===== src/rtl/tone_gen.sv =====
// Square-wave note generator: synchronizes and debounces 12 note keys, picks the
// lowest pressed key and plays its tone, shifted by octave, on data_out.
module tone_gen #(
  parameter int unsigned DEB_CYCLES = 500000
) (
  input  logic        clk,
  input  logic        reset,
  input  logic [11:0] keys,
  input  logic [1:0]  octave,
  output logic        data_out,
  output logic        note_active,
  output logic [3:0]  note_idx
);

  localparam logic [19:0] DEB_MAX = 20'(DEB_CYCLES - 1);

  typedef enum logic [1:0] {
    IDLE = 2'b00,
    RUN  = 2'b01
  } state_e;

  logic [11:0] sync1_q, sync2_q, kstab_q;
  logic [19:0] deb_q;
  state_e      state_q;
  logic [16:0] hcnt_q;
  logic        data_q, active_q;
  logic [3:0]  idx_q;

  logic [3:0]  sel, reload_idx;
  logic        gate;
  logic [16:0] reload_cnt;

  // Debounce counter clears on the edge where the synchronized vector changes
  // (sync1 holds the value sync2 is about to take).
  always_ff @(posedge clk) begin
    if (reset) begin
      sync1_q <= '0;
      sync2_q <= '0;
      kstab_q <= '0;
      deb_q   <= '0;
    end else begin
      sync1_q <= keys;
      sync2_q <= sync1_q;
      if (sync1_q != sync2_q)  deb_q <= '0;
      else if (deb_q != DEB_MAX) deb_q <= deb_q + 20'd1;
      if (deb_q == DEB_MAX) kstab_q <= sync2_q;
    end
  end

  function automatic logic [16:0] half_period(input logic [3:0] idx);
    case (idx)
      4'd0:    half_period = 17'd95556;
      4'd1:    half_period = 17'd90193;
      4'd2:    half_period = 17'd85131;
      4'd3:    half_period = 17'd80353;
      4'd4:    half_period = 17'd75843;
      4'd5:    half_period = 17'd71586;
      4'd6:    half_period = 17'd67568;
      4'd7:    half_period = 17'd63776;
      4'd8:    half_period = 17'd60197;
      4'd9:    half_period = 17'd56818;
      4'd10:   half_period = 17'd53629;
      default: half_period = 17'd50619;
    endcase
  endfunction

  always_comb begin
    sel = 4'd0;
    for (int i = 11; i >= 0; i--)
      if (kstab_q[i]) sel = 4'(i);
    gate = |kstab_q;
    // After release, the trailing high half replays the last note played.
    reload_idx = gate ? sel : idx_q;
    reload_cnt = (half_period(reload_idx) >> octave) - 17'd1;
  end

  always_ff @(posedge clk) begin
    if (reset) begin
      state_q  <= IDLE;
      hcnt_q   <= '0;
      data_q   <= 1'b0;
      active_q <= 1'b0;
      idx_q    <= '0;
    end else begin
      case (state_q)
        IDLE: begin
          hcnt_q   <= '0;
          data_q   <= 1'b0;
          active_q <= 1'b0;
          idx_q    <= '0;
          if (gate) begin
            state_q  <= RUN;
            hcnt_q   <= reload_cnt;
            data_q   <= 1'b1;
            active_q <= 1'b1;
            idx_q    <= sel;
          end
        end
        RUN: begin
          if (hcnt_q != '0) begin
            hcnt_q <= hcnt_q - 17'd1;
          end else if (gate || !data_q) begin
            data_q <= ~data_q;
            hcnt_q <= reload_cnt;
            idx_q  <= reload_idx;
          end else begin
            state_q  <= IDLE;
            data_q   <= 1'b0;
            active_q <= 1'b0;
            idx_q    <= '0;
            hcnt_q   <= '0;
          end
        end
        default: begin
          state_q  <= IDLE;
          hcnt_q   <= '0;
          data_q   <= 1'b0;
          active_q <= 1'b0;
          idx_q    <= '0;
        end
      endcase
    end
  end

  assign data_out    = data_q;
  assign note_active = active_q;
  assign note_idx    = idx_q;

endmodule


===== config.mk =====
export PLATFORM = sky130hd
export DESIGN_NAME = tone_gen
export DESIGN_NICKNAME = d
export VERILOG_FILES = /design/src/rtl/tone_gen.sv
export SDC_FILE = /design/constraint.sdc
export NUM_CORES = 1
export LEC_CHECK = 0
export ABC_AREA = 1
export CAP_MARGIN = 20
export CORE_ASPECT_RATIO = 1.2
export CORE_MARGIN = 2
export CORE_UTILIZATION = 35
export CTS_BUF_LIST = sky130_fd_sc_hd__clkbuf_8
export DETAILED_ROUTE_END_ITERATION = 12
export GPL_TIMING_DRIVEN = 0
export PLACE_DENSITY = 0.58
export SYNTH_ARGS = -nofsm -noshare
export SYNTH_HDL_FRONTEND = slang
export SYNTH_SLANG_ARGS = --single-unit

===== constraint.sdc =====
create_clock -name clk -period 3.2 [get_ports clk]
set_input_delay 0.64 -clock clk [delete_from_list [all_inputs] [get_ports clk]]
set_output_delay 0.64 -clock clk [all_outputs]
set_load 0.03 [all_outputs]

==> impl_results.md, run 1 <==
- Post-placement cell count: 865
- Via-to-Cell Ratio: 4.98
- Maximum clock frequency: 338 MHz
- Status: completed
- Initial antenna violation count: 0
- P&R area growth vs syn: 17.2%
- Post-synth ARST share: 0%
- Largest net degree at the start of global routing: 13
- Max VDD drop: 230 uV
- Syn Nets: 709
- Primary FF master, synth: dfxtp_1
- Worst-Skew Late Latency: 350 ps
- Die W: 109 microns
- Hold Slack: 435 ps
- Synthesized area: 0.00460 sq mm
- First-pass GRT wire length: 18.2 mm
- Vias in the first global route: 4172
- RR Startpoint: kstab_q[10]
- DRT iter0 DRCs: 205
- #FFs+latches synth: 80
- GRT Util Overall: 15.9%
- Synth Warn #: 0
- Clock tree sinks: 80
- Synthesized area per cell: 6.75 sq um
- Slowest cell delay on critical path: 320 ps
- P_leak: 2.34 nW
- Max Cap Viol: 0
- Num CTS Buffers: 9
- Worst min path class: flop to flop
- Routed WL per cell: 11.8 microns
- Number of iterations in the first detailed-routing pass: 4
- Post-route ant nets: 0
- Worst-path clk slew: 80 ps
- Clock skew: 8.86 ps
- Synth top area share: 34.8%
- Sequential area share after synthesis: 34.8%
- Slack of the critical path: 238 ps
- R2R Setup Slk: 240 ps
- Crit path launch: kstab_q[10]
- Cell count after synthesis: 682
- Maximum clock insertion buffer count: 2
- Critical path type: flop to flop
- IO Count: 22
- Drt drc: 0
- Core ar.: 0.0127 sq mm
- Post-CTS Hold Buffers: 0
- Root Buffer: clkbuf_8
- Final setup violation count: 0
- Synth top cells by count: nand2_1 (150), inv_1 (83), dfxtp_1 (80), nor2_1 (65), nand3_1 (55)
- Worst Max-Slew Pin Slew: 501 ps
- Reg2Reg Capture Point: hcnt_q[10]
- Most used cell, CP: nand2_1
- Final setup TNS: 0 ps
- EDFF count, synth: 0
- Area of the die: 0.0141 sq mm
- Via count: 4454
- IO buf count: 19
- Final Hold Viols: 0
- GRT overflow: 0
- Crit-path slowest cell: dfxtp_2
- Row cnt: 45
- Ratio of total power to cell area: 345 mW/mm^2
- Die height: 130 microns
- CP arrival: 3250 ps
- Fill cell count: 1374
- Largest cells by area after synthesis: dfxtp_1 (35%), nand2_1 (12%), inv_1 (6.8%)
- ANT cells: 0
- R2r worst-path depth: 30
- Post-synth cell types: 48
- Final Total Pwr: 1.86 mW
- CP Capture Point: hcnt_q[10]
- Largest area contributor in the netlist: dfxtp_1
- Tcrit/Tclk final: 92.5%
- Startpoint types: flop
- Initial cell density of the core: 36.2%
- CTS tree: done
- Slew Limit Fails: 0
- Post-route insts no fill: 895
- Number of H-tree levels: 3
- Minimum clock period after layout: 2960 ps
- Final HPWL from detailed placement: 8.13 mm
- Cell with the most instances after synthesis: nand2_1
- Pre-CTS setup slack: -374 ps
- Gpl congestion: 0.926
- Critical Path Fanout Max: 4
- Worst slew margin: 66.6%
- Worst endpoint required time: 3490 ps
- Post-layout net count: 753
- Post-Route WL: 10.5 mm
- Proportion of layout cells with a drive suffix above 1: 14.4%
- Crit. End Element: flop
metrics by stage:
stage / utilization (%) / cell area, sq um
floorplan: - / 4600
global placement: 39.3 / 5000
detailed placement: 39.3 / 5000
CTS: 41.3 / 5260
global route: 42.4 / 5390
finish: 42.4 / 5390
cell families after synthesis:
group | after synthesis | synth area share (%)
DFF | 80 | 34.8
buffers and inverters | 114 | 9.79
AOI/OAI and AO/OA | 120 | 15.1
adders and majority gates | 11 | 2.99
xor gates and xnor gates | 16 | 3.04
and+or+nand+nor | 341 | 34.3
where the power goes:
part | switching (mW) | internal (mW) | leakage (nW)
Clock | 0.351 | 0.339 | 0.103
Combinational | 0.0948 | 0.0590 | 1.58
Sequential | 0.00750 | 1.01 | 0.651
per-layer routing:
layer | up-vias | routed length, microns | part of all wire, % | track usage (%)
met5 | - | 0 | 0 | 0
met4 | 0 | 226 | 2.1 | 6.26
met3 | 21 | 309 | 2.9 | 3.07
met2 | 60 | 5210 | 49 | 28.3
met1 | 2054 | 4790 | 45 | 18.6
li1 | 2319 | - | - | -
how the worst min path moves through the flow:
stage / startpoint / end / slack, ps / cells past startpoint
finish: sync1_q[8] / sync2_q[8] / 430 / 2
detailed placement: sync1_q[8] / sync2_q[8] / 430 / 2
global route: sync1_q[6] / sync2_q[6] / 470 / 2
global placement: sync1_q[6] / sync2_q[6] / 420 / 2
CTS: sync1_q[8] / sync2_q[8] / 440 / 2
floorplan: sync1_q[6] / sync2_q[6] / 410 / 2
final cells by class:
class / count / area, sq um / area share (%)
well taps: 164 / 205 / 3.81
flip-flops and latches: 80 / 1610 / 29.8
clock inverters: 4 / 18.8 / 0.348
clock buffers: 12 / 165 / 3.06
multi-input cells: 488 / 2650 / 49.1
inverters: 94 / 353 / 6.54
plain buffers: 20 / 97.6 / 1.81
repair buffers: 33 / 299 / 5.55
worst max-delay path: cells and delay by family (launching register included):
family	cells	cell delay, ps
AO/OA/AOI/OAI	3	420
adder cells (fa/ha/maj)	2	330
buffers and inverters	4	210
flip-flops	1	320
AND/OR/NAND/NOR	21	1610
flip-flops by register name, summed over array words and instances (netlist names):
signal / cells
kstab_q: 12
note_idx: 4
sync1_q: 12
hcnt_q: 17
data_out: 1
sync2_q: 12
deb_q: 20
state_q: 1
note_active: 1
layout by cell type, fill, tap and decap left out, types with 15 or more instances in the layout:
cell type and instances:
nand3_1 53, dfxtp_1 76, nand2_2 15, clkdlybuf4s50_1 19, o21ai_0 40, nor2_1 64
nor3_1 18, inv_2 16, a21oi_1 50, inv_1 78, nand2_1 143
what timing repair did:
action,in CTS,in global routing
gates resized for setup,8,25
endpoints found under the setup margin,8,9
pin swaps,7,20
buffers inserted,7,7
(Power assumes the default switching activity.)
==> run 2: changes to the inputs <==
--- a/config.mk
+++ b/config.mk
@@ -14,6 +14,8 @@
 export DETAILED_ROUTE_END_ITERATION = 12
 export GPL_TIMING_DRIVEN = 0
 export PLACE_DENSITY = 0.58
+export SETUP_SLACK_MARGIN = 0.1
+export SKIP_LAST_GASP = 1
 export SYNTH_ARGS = -nofsm -noshare
 export SYNTH_HDL_FRONTEND = slang
 export SYNTH_SLANG_ARGS = --single-unit
==> impl_results.md, run 2 (synthesis results as in run 1) <==
- Fill cell count: 1364 (-0.73%)
- Post-route ant nets: 0 (unchanged)
- Largest regs: deb_q x20, hcnt_q x17
- Leading cell type in the layout, fill and taps excluded: nand2_1
- Area after DPL: 0.00500 sq mm (unchanged)
- Worst endpoint required time: 3410 ps (-80 ps)
- Ratio of total power to cell area: 339 mW/mm^2 (-1.7%)
- Worst-Skew Late Latency: 350 ps (about the same)
- Reg power frac: 54.6% (about the same)
- Critical path type: flop to flop
- Drt drc: 0 (unchanged)
- Area of the multi-input gates: 0.00271 sq mm (+2.4%)
- Routed WL per cell: 11.8 microns (about the same)
- Comb pwr share: 8.5% (+0.2 points)
- Post-Route WL: 10.6 mm (+0.36%)
- Largest net degree at the start of global routing: 13 (unchanged)
- Initial cell density of the core: 36.2% (unchanged)
- Sw frac: 24.2% (-0.15 points)
- Worst min path class: flop to flop
- Crit. End Element: flop
- RSZ-0062 raised after global routing: yes
- Commonest cells after routing, fill and taps aside: nand2_1 (142), inv_1 (77), dfxtp_1 (77), nor2_1 (64), nand3_1 (50)
- Initial antenna violation count: 0 (unchanged)
- Vias in the first global route: 4175 (+0.072%)
- Via-to-Cell Ratio: 4.95 (-0.54%)
- ANT cells: 0 (unchanged)
- RR Startpoint: kstab_q[10]
- CTS tree: done
- Maximum clock insertion buffer count: 2 (unchanged)
- Tcrit/Tclk final: 93.8% (+1.3 points)
- Fin area: 0.00548 sq mm (+1.7%)
- Proportion of layout cells with a drive suffix above 1: 15.7% (+1.3 points)
- Largest reg by FF count: deb_q
- Max FFs per register: 20 (unchanged)
- First-pass GRT wire length: 18.2 mm (+0.19%)
- GRT overflow: 0 (unchanged)
- Row cnt: 45 (unchanged)
- Finished Core Util: 43.1% (+0.71 points)
- Die W: 109 microns (unchanged)
- Clock skew: 9.46 ps (+0.596 ps)
- P&R area growth vs syn: 19.1%
- Number of H-tree levels: 3 (unchanged)
- DRT iter0 DRCs: 240 (+17%)
- Core ar.: 0.0127 sq mm (unchanged)
- Clock tree sinks: 80 (unchanged)
- Max Cap Viol: 0 (unchanged)
- CP arrival: 3220 ps (-30 ps)
- Net switching power: 0.451 mW (-0.64%)
- Final Total Pwr: 1.86 mW (about the same)
- Area of the die: 0.0141 sq mm (unchanged)
- Critical Path Fanout Max: 4 (unchanged)
- Gpl congestion: 0.926 (unchanged)
- P_leak: 2.37 nW (+1.2%)
- Int Pwr: 1.41 mW (+0.19%)
- Final Hold Viols: 0 (unchanged)
- Worst slew margin: 65.7% (-0.91 points)
- Clock power frac: 36.9% (-0.2 points)
- Hold Path Origin: sync1_q[8]
- Num CTS Buffers: 9 (unchanged)
- Maximum clock frequency: 333 MHz (-1.4%)
- IO buf count: 19 (unchanged)
- Final HPWL from detailed placement: 8.13 mm (unchanged)
- IO Count: 22 (unchanged)
- Max VDD drop: 230 uV (about the same)
- Root Buffer: clkbuf_8
- Startpoint types: flop
- GRT Util Overall: 15.9% (+0.031 points)
- Via count: 4445 (-0.20%)
- Post-CTS Hold Buffers: 0 (unchanged)
- Number of iterations in the first detailed-routing pass: 4 (unchanged)
- Final setup violation count: 0 (unchanged)
- Worst-path clk slew: 80 ps (about the same)
- FF+latch area: 0.00161 sq mm (about the same)
- Post-layout net count: 756 (+0.40%)
- Status: completed
- Minimum clock period after layout: 3000 ps (+41.2 ps)
- Crit path launch: kstab_q[10]
- Slew Limit Fails: 0 (unchanged)
- Die height: 130 microns (unchanged)
- Worst Max-Slew Pin Slew: 515 ps (+13.6 ps)
==> run 2: what timing repair did <==
| action | CTS | global route |
|---|---|---|
| pin swaps | 12 | 17 |
| gates resized for setup | 11 | 37 |
| buffers inserted | 9 | 8 |
| endpoints found under the setup margin | 10 | 9 |
| hold endpoints to repair | 0 | 0 |
==> run 2: final timing paths <==
check / to / slack (ps) / cells after the start
setup / recovery: hcnt_q[6] / 200 / 23
hold / removal: sync2_q[8] / 430 / 2
setup reg to reg: hcnt_q[6] / 200 / 23
hold reg to reg: sync2_q[8] / 430 / 2
==> run 2: critical path, stage by stage, from the launching register on <==
cell,delay [ps]
dfxtp_2,320
inv_2,70
nand2_4,60
nor3_4,130
inv_2,70
nor3_4,250
nand2_2,110
nand2_4,100
inv_4,60
ha_4,160
nand2_4,60
inv_2,40
a21oi_2,140
nand2_1,80
and2_4,150
o21ai_4,170
ha_4,160
inv_2,40
nor2_4,130
nand2_4,80
nor2_4,140
nor2_1,50
o21ai_0,180
a21oi_1,90
==> run 2: power groups by stage <==
stage	Combinational [mW]	Clock, mW	Sequential [mW]
3_5_place_dp	0.145	0	1.04
2_1_floorplan	0.102	0	1.04
3_3_place_gp	0.141	0	1.04
6_report	0.158	0.686	1.02
4_1_cts	0.151	0.713	1.02
5_1_grt	0.180	0.749	1.02
==> run 2: cell type report <==
type / instances / share of cell area [%]
clock buffers: 12 / 3.01
clock inverters: 4 / 0.342
repair buffers: 36 / 5.86
plain buffers: 20 / 1.78
well taps: 164 / 3.74
inverters: 94 / 6.53
flip-flops and latches: 80 / 29.3
multi-input cells: 488 / 49.5
==> run 2: metrics by stage <==
stage	setup slack, ps	setup TNS, ps	cells	hold slack, ps
2_1_floorplan	171	0	682	411
3_3_place_gp	-308	-880	865	419
3_5_place_dp	-374	-1220	865	428
4_1_cts	105	0	890	437
5_1_grt	-48.1	-89.6	898	467
6_report	197	0	898	435
==> run 2: layer usage <==
| layer | wire [microns] | GRT usage (%) | share of wire, % | up-vias |
|---|---|---|---|---|
| li1 | - | - | - | 2323 |
| met1 | 4790 | 18.6 | 45 | 2053 |
| met2 | 5410 | 28.4 | 51 | 57 |
| met3 | 263 | 3.07 | 2.5 | 12 |
| met4 | 114 | 6.26 | 1.1 | 0 |
| met5 | 0 | 0 | 0 | - |
